**src/rtl/rf_pkg.sv**
```systemverilog
// Shared widths, typedefs and request payload for the register-file write path.
package rf_pkg;

  localparam int unsigned REG_ADDR_W = 2;
  localparam int unsigned REG_DATA_W = 8;
  localparam int unsigned NUM_REGS   = 4;

  typedef logic [REG_ADDR_W-1:0]        reg_addr_t;
  typedef logic signed [REG_DATA_W-1:0] reg_data_t;

  typedef struct packed {
    logic      valid;
    reg_addr_t addr;
    reg_data_t data;
  } wr_req_t;

endpackage

```
**src/rtl/rf_scoreboard.sv**
```systemverilog
// Per-register busy scoreboard: reserve/clear, WAW stall, RAW hazard, sticky unreserved-write flag.
module rf_scoreboard
  import rf_pkg::*;
(
  input  logic                clk,
  input  logic                rst,
  input  logic                rsv_valid,
  input  reg_addr_t           rsv_addr,
  input  logic                clr_en,
  input  reg_addr_t           clr_addr,
  input  logic                wr_fire,
  input  reg_addr_t           wr_addr,
  input  reg_addr_t           chk_ra,
  input  reg_addr_t           chk_rb,
  output logic                rsv_ready,
  output logic                hazard,
  output logic [NUM_REGS-1:0] busy,
  output logic                err_unrsv
);

  logic                rsv_fire;
  logic [NUM_REGS-1:0] busy_next;

  assign rsv_ready = ~busy[rsv_addr];
  assign rsv_fire  = rsv_valid & rsv_ready;
  assign hazard    = busy[chk_ra] | busy[chk_rb];

  // Reserve is applied after clear so a same-address collision leaves the bit set.
  always_comb begin
    busy_next = busy;
    if (clr_en)   busy_next[clr_addr] = 1'b0;
    if (rsv_fire) busy_next[rsv_addr] = 1'b1;
  end

  always_ff @(posedge clk) begin
    if (rst) begin
      busy      <= '0;
      err_unrsv <= 1'b0;
    end else begin
      busy <= busy_next;
      if (wr_fire && !busy[wr_addr]) err_unrsv <= 1'b1;
    end
  end

endmodule

```
**src/rtl/rf_write_arbiter.sv**
```systemverilog
// Two-requester arbiter for the register-file write port plus busy scoreboard.
// Optional RF_ARB_ROUND_ROBIN_EN: round-robin on contention; otherwise load unit (req1) always wins.
module rf_write_arbiter
  import rf_pkg::*;
(
  input  logic                clk,
  input  logic                rst,
  input  logic                req0_valid,
  output logic                req0_ready,
  input  reg_addr_t           req0_addr,
  input  reg_data_t           req0_data,
  input  logic                req1_valid,
  output logic                req1_ready,
  input  reg_addr_t           req1_addr,
  input  reg_data_t           req1_data,
  output reg_addr_t           rf_wb,
  output reg_data_t           rf_data,
  output logic                rf_we,
  input  logic                rsv_valid,
  input  reg_addr_t           rsv_addr,
  output logic                rsv_ready,
  input  reg_addr_t           chk_ra,
  input  reg_addr_t           chk_rb,
  output logic                hazard,
  output logic [NUM_REGS-1:0] busy,
  output logic                err_unrsv
);

  wr_req_t req0, req1, winner;
  logic    contend, pick1, grant1, fire;

  assign req0    = '{valid: req0_valid, addr: req0_addr, data: req0_data};
  assign req1    = '{valid: req1_valid, addr: req1_addr, data: req1_data};
  assign contend = req0.valid & req1.valid;

`ifdef RF_ARB_ROUND_ROBIN_EN
  // Index of the last contended winner; reset to 1 so req0 takes the first contention.
  logic last_grant;

  always_ff @(posedge clk) begin
    if (rst)          last_grant <= 1'b1;
    else if (contend) last_grant <= pick1;
  end

  assign pick1 = ~last_grant;
`else
  assign pick1 = 1'b1;
`endif

  assign grant1     = req1.valid & (~req0.valid | pick1);
  assign req1_ready = grant1;
  assign req0_ready = req0.valid & ~grant1;
  assign fire       = req0.valid | req1.valid;
  assign winner     = grant1 ? req1 : req0;

  always_ff @(posedge clk) begin
    if (rst) begin
      rf_we   <= 1'b0;
      rf_wb   <= '0;
      rf_data <= '0;
    end else begin
      rf_we <= fire;
      if (fire) begin
        rf_wb   <= winner.addr;
        rf_data <= winner.data;
      end
    end
  end

  rf_scoreboard u_scoreboard (
    .clk       (clk),
    .rst       (rst),
    .rsv_valid (rsv_valid),
    .rsv_addr  (rsv_addr),
    .clr_en    (rf_we),
    .clr_addr  (rf_wb),
    .wr_fire   (fire),
    .wr_addr   (winner.addr),
    .chk_ra    (chk_ra),
    .chk_rb    (chk_rb),
    .rsv_ready (rsv_ready),
    .hazard    (hazard),
    .busy      (busy),
    .err_unrsv (err_unrsv)
  );

endmodule

```
**config.mk**
```make
export PLATFORM = sky130hd
export DESIGN_NAME = rf_write_arbiter
export DESIGN_NICKNAME = d
export VERILOG_FILES = /design/src/rtl/rf_pkg.sv /design/src/rtl/rf_scoreboard.sv /design/src/rtl/rf_write_arbiter.sv
export SDC_FILE = /design/constraint.sdc
export NUM_CORES = 1
export LEC_CHECK = 0
export BUFFER_PORTS_ARGS = -buffer_cell sky130_fd_sc_hd__buf_2
export CAP_MARGIN = 20
export CORE_MARGIN = 1.5
export CORE_UTILIZATION = 45
export DETAILED_ROUTE_END_ITERATION = 6
export PLACE_DENSITY_LB_ADDON = 0.1
export SLEW_MARGIN = 20
export SYNTH_ARGS = -nofsm -noshare
export SYNTH_HDL_FRONTEND = slang
export SYNTH_HIERARCHICAL = 1
export SYNTH_SLANG_ARGS = --single-unit
export TNS_END_PERCENT = 1
```
**constraint.sdc**
```tcl
create_clock -name clk -period 2.7 [get_ports clk]
set_input_delay 0.135 -clock clk [delete_from_list [all_inputs] [get_ports clk]]
set_output_delay 0.135 -clock clk [all_outputs]
set_load 0.005 [all_outputs]
```
After elaboration in Yosys (flattened, before gate mapping)
Index checks and enable logic that the tools add are counted.
{ "totals": {"register_bits": 16, "inputBits": 31, "out_inout_bits": 20, "wordCells": 40} }
{ "op_classes": {"n_lt_le_gt_ge": 7, "n_mux": 15, "bitwise": 9, "reduce_logical": 4} }
{ "op_table": {"columns": ["cell", "count"], "rows": [
  ["$lt 2x3->1 const B", 5],
  ["$mux 10", 1],
  ["$bmux 1 s2", 4],
  ["$mux 4", 2],
  ["$mux 1", 6],
  ["$and 4x4->4", 1],
  ["$demux 1 s2", 2],
  ["$ge 2x1->1 const B", 2],
  ["$not 4->4", 1],
  ["$or 4x4->4", 1],
  ["$logic_and 1x1->1", 3],
  ["$and 1x1->1", 2],
  ["$not 1->1", 2],
  ["$or 1x1->1", 2],
  ["$logic_not 1->1", 1]
]} }

Logic depth before layout (Yosys ltp)
{ "depth": {"depth_word": 9, "depth_mapped": 5} }

Modules after synthesis
Netlist, hierarchy kept.
{ "by_module_without_submodules": {"columns": ["module", "n_inst", "cells_each", "area_each_um2", "seq_area_each_um2"], "rows": [
  ["rf_write_arbiter", 1, 51, 530.5, 220.2],
  ["rf_scoreboard", 1, 36, 330.3, 100.1]
]} }

Least setup slack after synthesis
OpenSTA, ideal clock, no wires.
{ "synth_timing": {"path_type": "input to register", "startpoint": "input req1_valid", "endpoint": "register u_scoreboard.err_unrsv", "setup_time_ps": 66, "arrival_time_ps": 1282, "setup_slack_ps": 1352, "stages": 5, "path_buffers": 1, "cell_sequence": "buf_2 mux2_2 mux4_2 nand2b_4 a21oi_2"} }
{ "synth_lines": {"columns": ["item", "line", "text"], "rows": [
  ["start: declaration", "rf_write_arbiter.sv:12", "input logic req1_valid,"],
  ["end signal: assignment", "rf_scoreboard.sv:38", "err_unrsv <= 1'b0;"],
  ["end signal: assignment", "rf_scoreboard.sv:41", "if (wr_fire && !busy[wr_addr]) err_unrsv <= 1'b1;"],
  ["end: declaration", "rf_scoreboard.sv:18", "output logic err_unrsv"]
]} }

Final worst setup path
{ "layout_timing": {"startpoint": "register u_scoreboard.busy[1]", "endpoint": "output rsv_ready"} }
{ "layout_via": {"elab_chain_len": 3} }
{ "layout_rtl": {"columns": ["item", "line", "text"], "rows": [
  ["start: declaration", "rf_scoreboard.sv:17", "output logic [NUM_REGS-1:0] busy,"],
  ["start signal: assignment", "rf_scoreboard.sv:40", "busy <= busy_next;"],
  ["$bmux 1 s2", "rf_scoreboard.sv:24", "assign rsv_ready = ~busy[rsv_addr];"],
  ["$mux 1 (implied by the code)", "rf_scoreboard.sv:24", null],
  ["$not 1->1", "rf_scoreboard.sv:24", null],
  ["end: declaration", "rf_write_arbiter.sv:21", "output logic rsv_ready,"]
]} }
Every way passes these cells. The select of a mux whose other input is x is not followed.

==> reports/qor.yml <==
drt-pass1-iter-count: 4
synth-seq-area-share_pct: 37.2
grt_pass1_vias: 707
grt_overflow: 0
hold_depth: 3
die_h_um: 46.7
hold_viol: 0
powerDensity_nw_per_um2: 467
fin_ws_ns: 1.23
cts.reportedPaths.clkPinSlew_ns: 0.10
syn_inst: 87
dp.cells: 158
clock-skew-final_ns: 0.0115
setup_tns_ns: 0
fin_crit_sh_pct: 54.4
grt_pass1_wl_mm: 3.06
syn_area_um2: 861
synth_top_area_cell: "dfxtp_1"
fmax_ghz: 0.681
hp-class: "input port to flip-flop"
drc_errors: 0
clock_latency_ns: 0.29
holdWs_ns: 0.125
clock_path_buffers: 2
final_common_cell: "buf_2"
grt_max_degree: 17
cts_buffers: 3
slew_headroom_pct: 77.1
r2r-start: "u_scoreboard/busy[0]"
gp_congestion: 0.729
crit_type: "flip-flop to primary output"
grt.total_usage_pct: 20.3
post_cts_resized: 0
diodes: 0
syn_to_final_growth_pct: 33.7
maxCapViolCount: 0
setup_viol_count_final: 0
p_leak_nw: 0.567
drive_gt1_share_pct: 43.8
yosys_warnings: 6
cts_tree: "done"
rsz0062_at_grt: "false"
hpwl_mm: 1.54
peakVddDrop_mv: 0.375
drt.antenna.violating_nets: 0
first_iter_violations: 11
start_kind: "flip-flop"
cp.arrival_ns: 1.33
yosys-top-cells-area: "dfxtp_1, nor2b_1, mux2i_1, a211oi_1, mux4_1"
start_util_pct: 48.8
dieArea_um2: 2180
tightestPinTransition_ns: 0.344
layout_common_cells: "buf_2, nor2b_1, dfxtp_1, mux2i_1, a211oi_1"
finalMaxSlewViolations: 0
vias: 847
status: "finished clean"
hold_buffers: 0
top_level_ports: 51
synth_top_area_share_pct: 37.2
syn_area_per_cell_um2: 9.89
port_buffers: 50
finalCriticalPeriod_ns: 1.47
end_kind: "primary output"
reg2reg_to: "u_scoreboard/err_unrsv"
rows: 15
fp.dieW_um: 46.7
cts_root_buffer: "clkbuf_4"
final_util_pct: 65.2
drt-total-wl_mm: 2.04
avgRoutedWirePerCell_um: 12.6
place_ws_ns: 1.20
min_to: "rf_data[3]"
crit_required_ns: 2.57
syn_nets: 118
coreArea_um2: 1760
antenna_found_initial: 0
cts_setup_buffers: 0
cp_max_fo: 6
numClockSinks: 16
hp-start: "req1_data[3]"
fin_nets: 169
synth-seq-cells: 16
reg2reg_depth: 3
fin_cells: 162
ff2ff_setup_slack_ns: 1.53
cts_max_level: 1
detail_route.vias_per_cell: 5.23
yosysUniqueCellTypes: 25
-- worst max path at each step --
stage	slack, ns	cells past startpoint	to	from
2_1_floorplan	1.35	5	u_scoreboard/err_unrsv	req1_valid
3_3_place_gp	1.23	5	u_scoreboard/err_unrsv	req1_valid
3_5_place_dp	1.20	5	u_scoreboard/err_unrsv	req1_valid
4_1_cts	1.22	3	rsv_ready	u_scoreboard/busy[1]
5_1_grt	1.16	3	rsv_ready	u_scoreboard/busy[1]
6_report	1.23	3	rsv_ready	u_scoreboard/busy[1]
-- logic make-up (layout without fill, tap and decap cells) --
logic type      count (synthesis)  in the layout  share of synthesized area, %
simple gates                   24             24                          17.2
compound gates                 23             23                          19.9
mux                            14             14                          19.9
buf+inv                        10             60                          5.81
flops                          16             16                          37.2
-- metal layers --
layer | share of wire [%] | global-route usage, % | vias to the layer above
li1 | - | - | 421
met1 | 42 | 23.3 | 384
met2 | 49 | 35.3 | 38
met3 | 6.9 | 5.77 | 4
met4 | 1.3 | 8.33 | 0
met5 | 0 | 0 | -
-- worst max-delay path: stages (launching register included) --
cell	delay [ns]
dfxtp_1	0.37
mux4_1	0.51
inv_1	0.06
buf_2	0.10
-- through the flow --
| step | instance area, um2 | power (mW) |
|---|---|---|
| 2_1_floorplan | 861 | 0.331 |
| 3_3_place_gp | 1110 | 0.382 |
| 3_5_place_dp | 1110 | 0.386 |
| 4_1_cts | 1150 | 0.543 |
| 5_1_grt | 1150 | 0.570 |
| 6_report | 1150 | 0.538 |
-- cells in the mapped netlist (all sizes together) --
cell type	n
a311oi	2
nor2	2
mux2	2
dfxtp	16
a21oi	1
inv	5
a211oi	10
buf	3
mux4	2
or2	1
o22ai	1
o21ai	2
nand4	1
a22o	1
nor2b	17
nand2	2
a41o	2
mux2i	10
clkbuf	1
a31oi	4
clkinv	1
nand2b	1
-- final cells by class --
cell class	instances	area, um2
timing repair buffer	50	250
tap	25	31.3
multi-input combinational	61	490
sequential	16	320
clock buffer	4	36.3
inverter	6	22.5
fill	172	613
-- registers in the layout, summed over array words and instances, names as in the netlist --
register and flops:
rf_wb 2, u_scoreboard/err_unrsv 1, rf_we 1, rf_data 8, u_scoreboard/busy 4
-- power by group --
group	switching [mW]	internal, mW
sequential	0.0133	0.253
clock	0.0757	0.0822
combinational	0.0509	0.0629
total	0.140	0.398
Note: power is estimated with default switching activity, not from simulation.
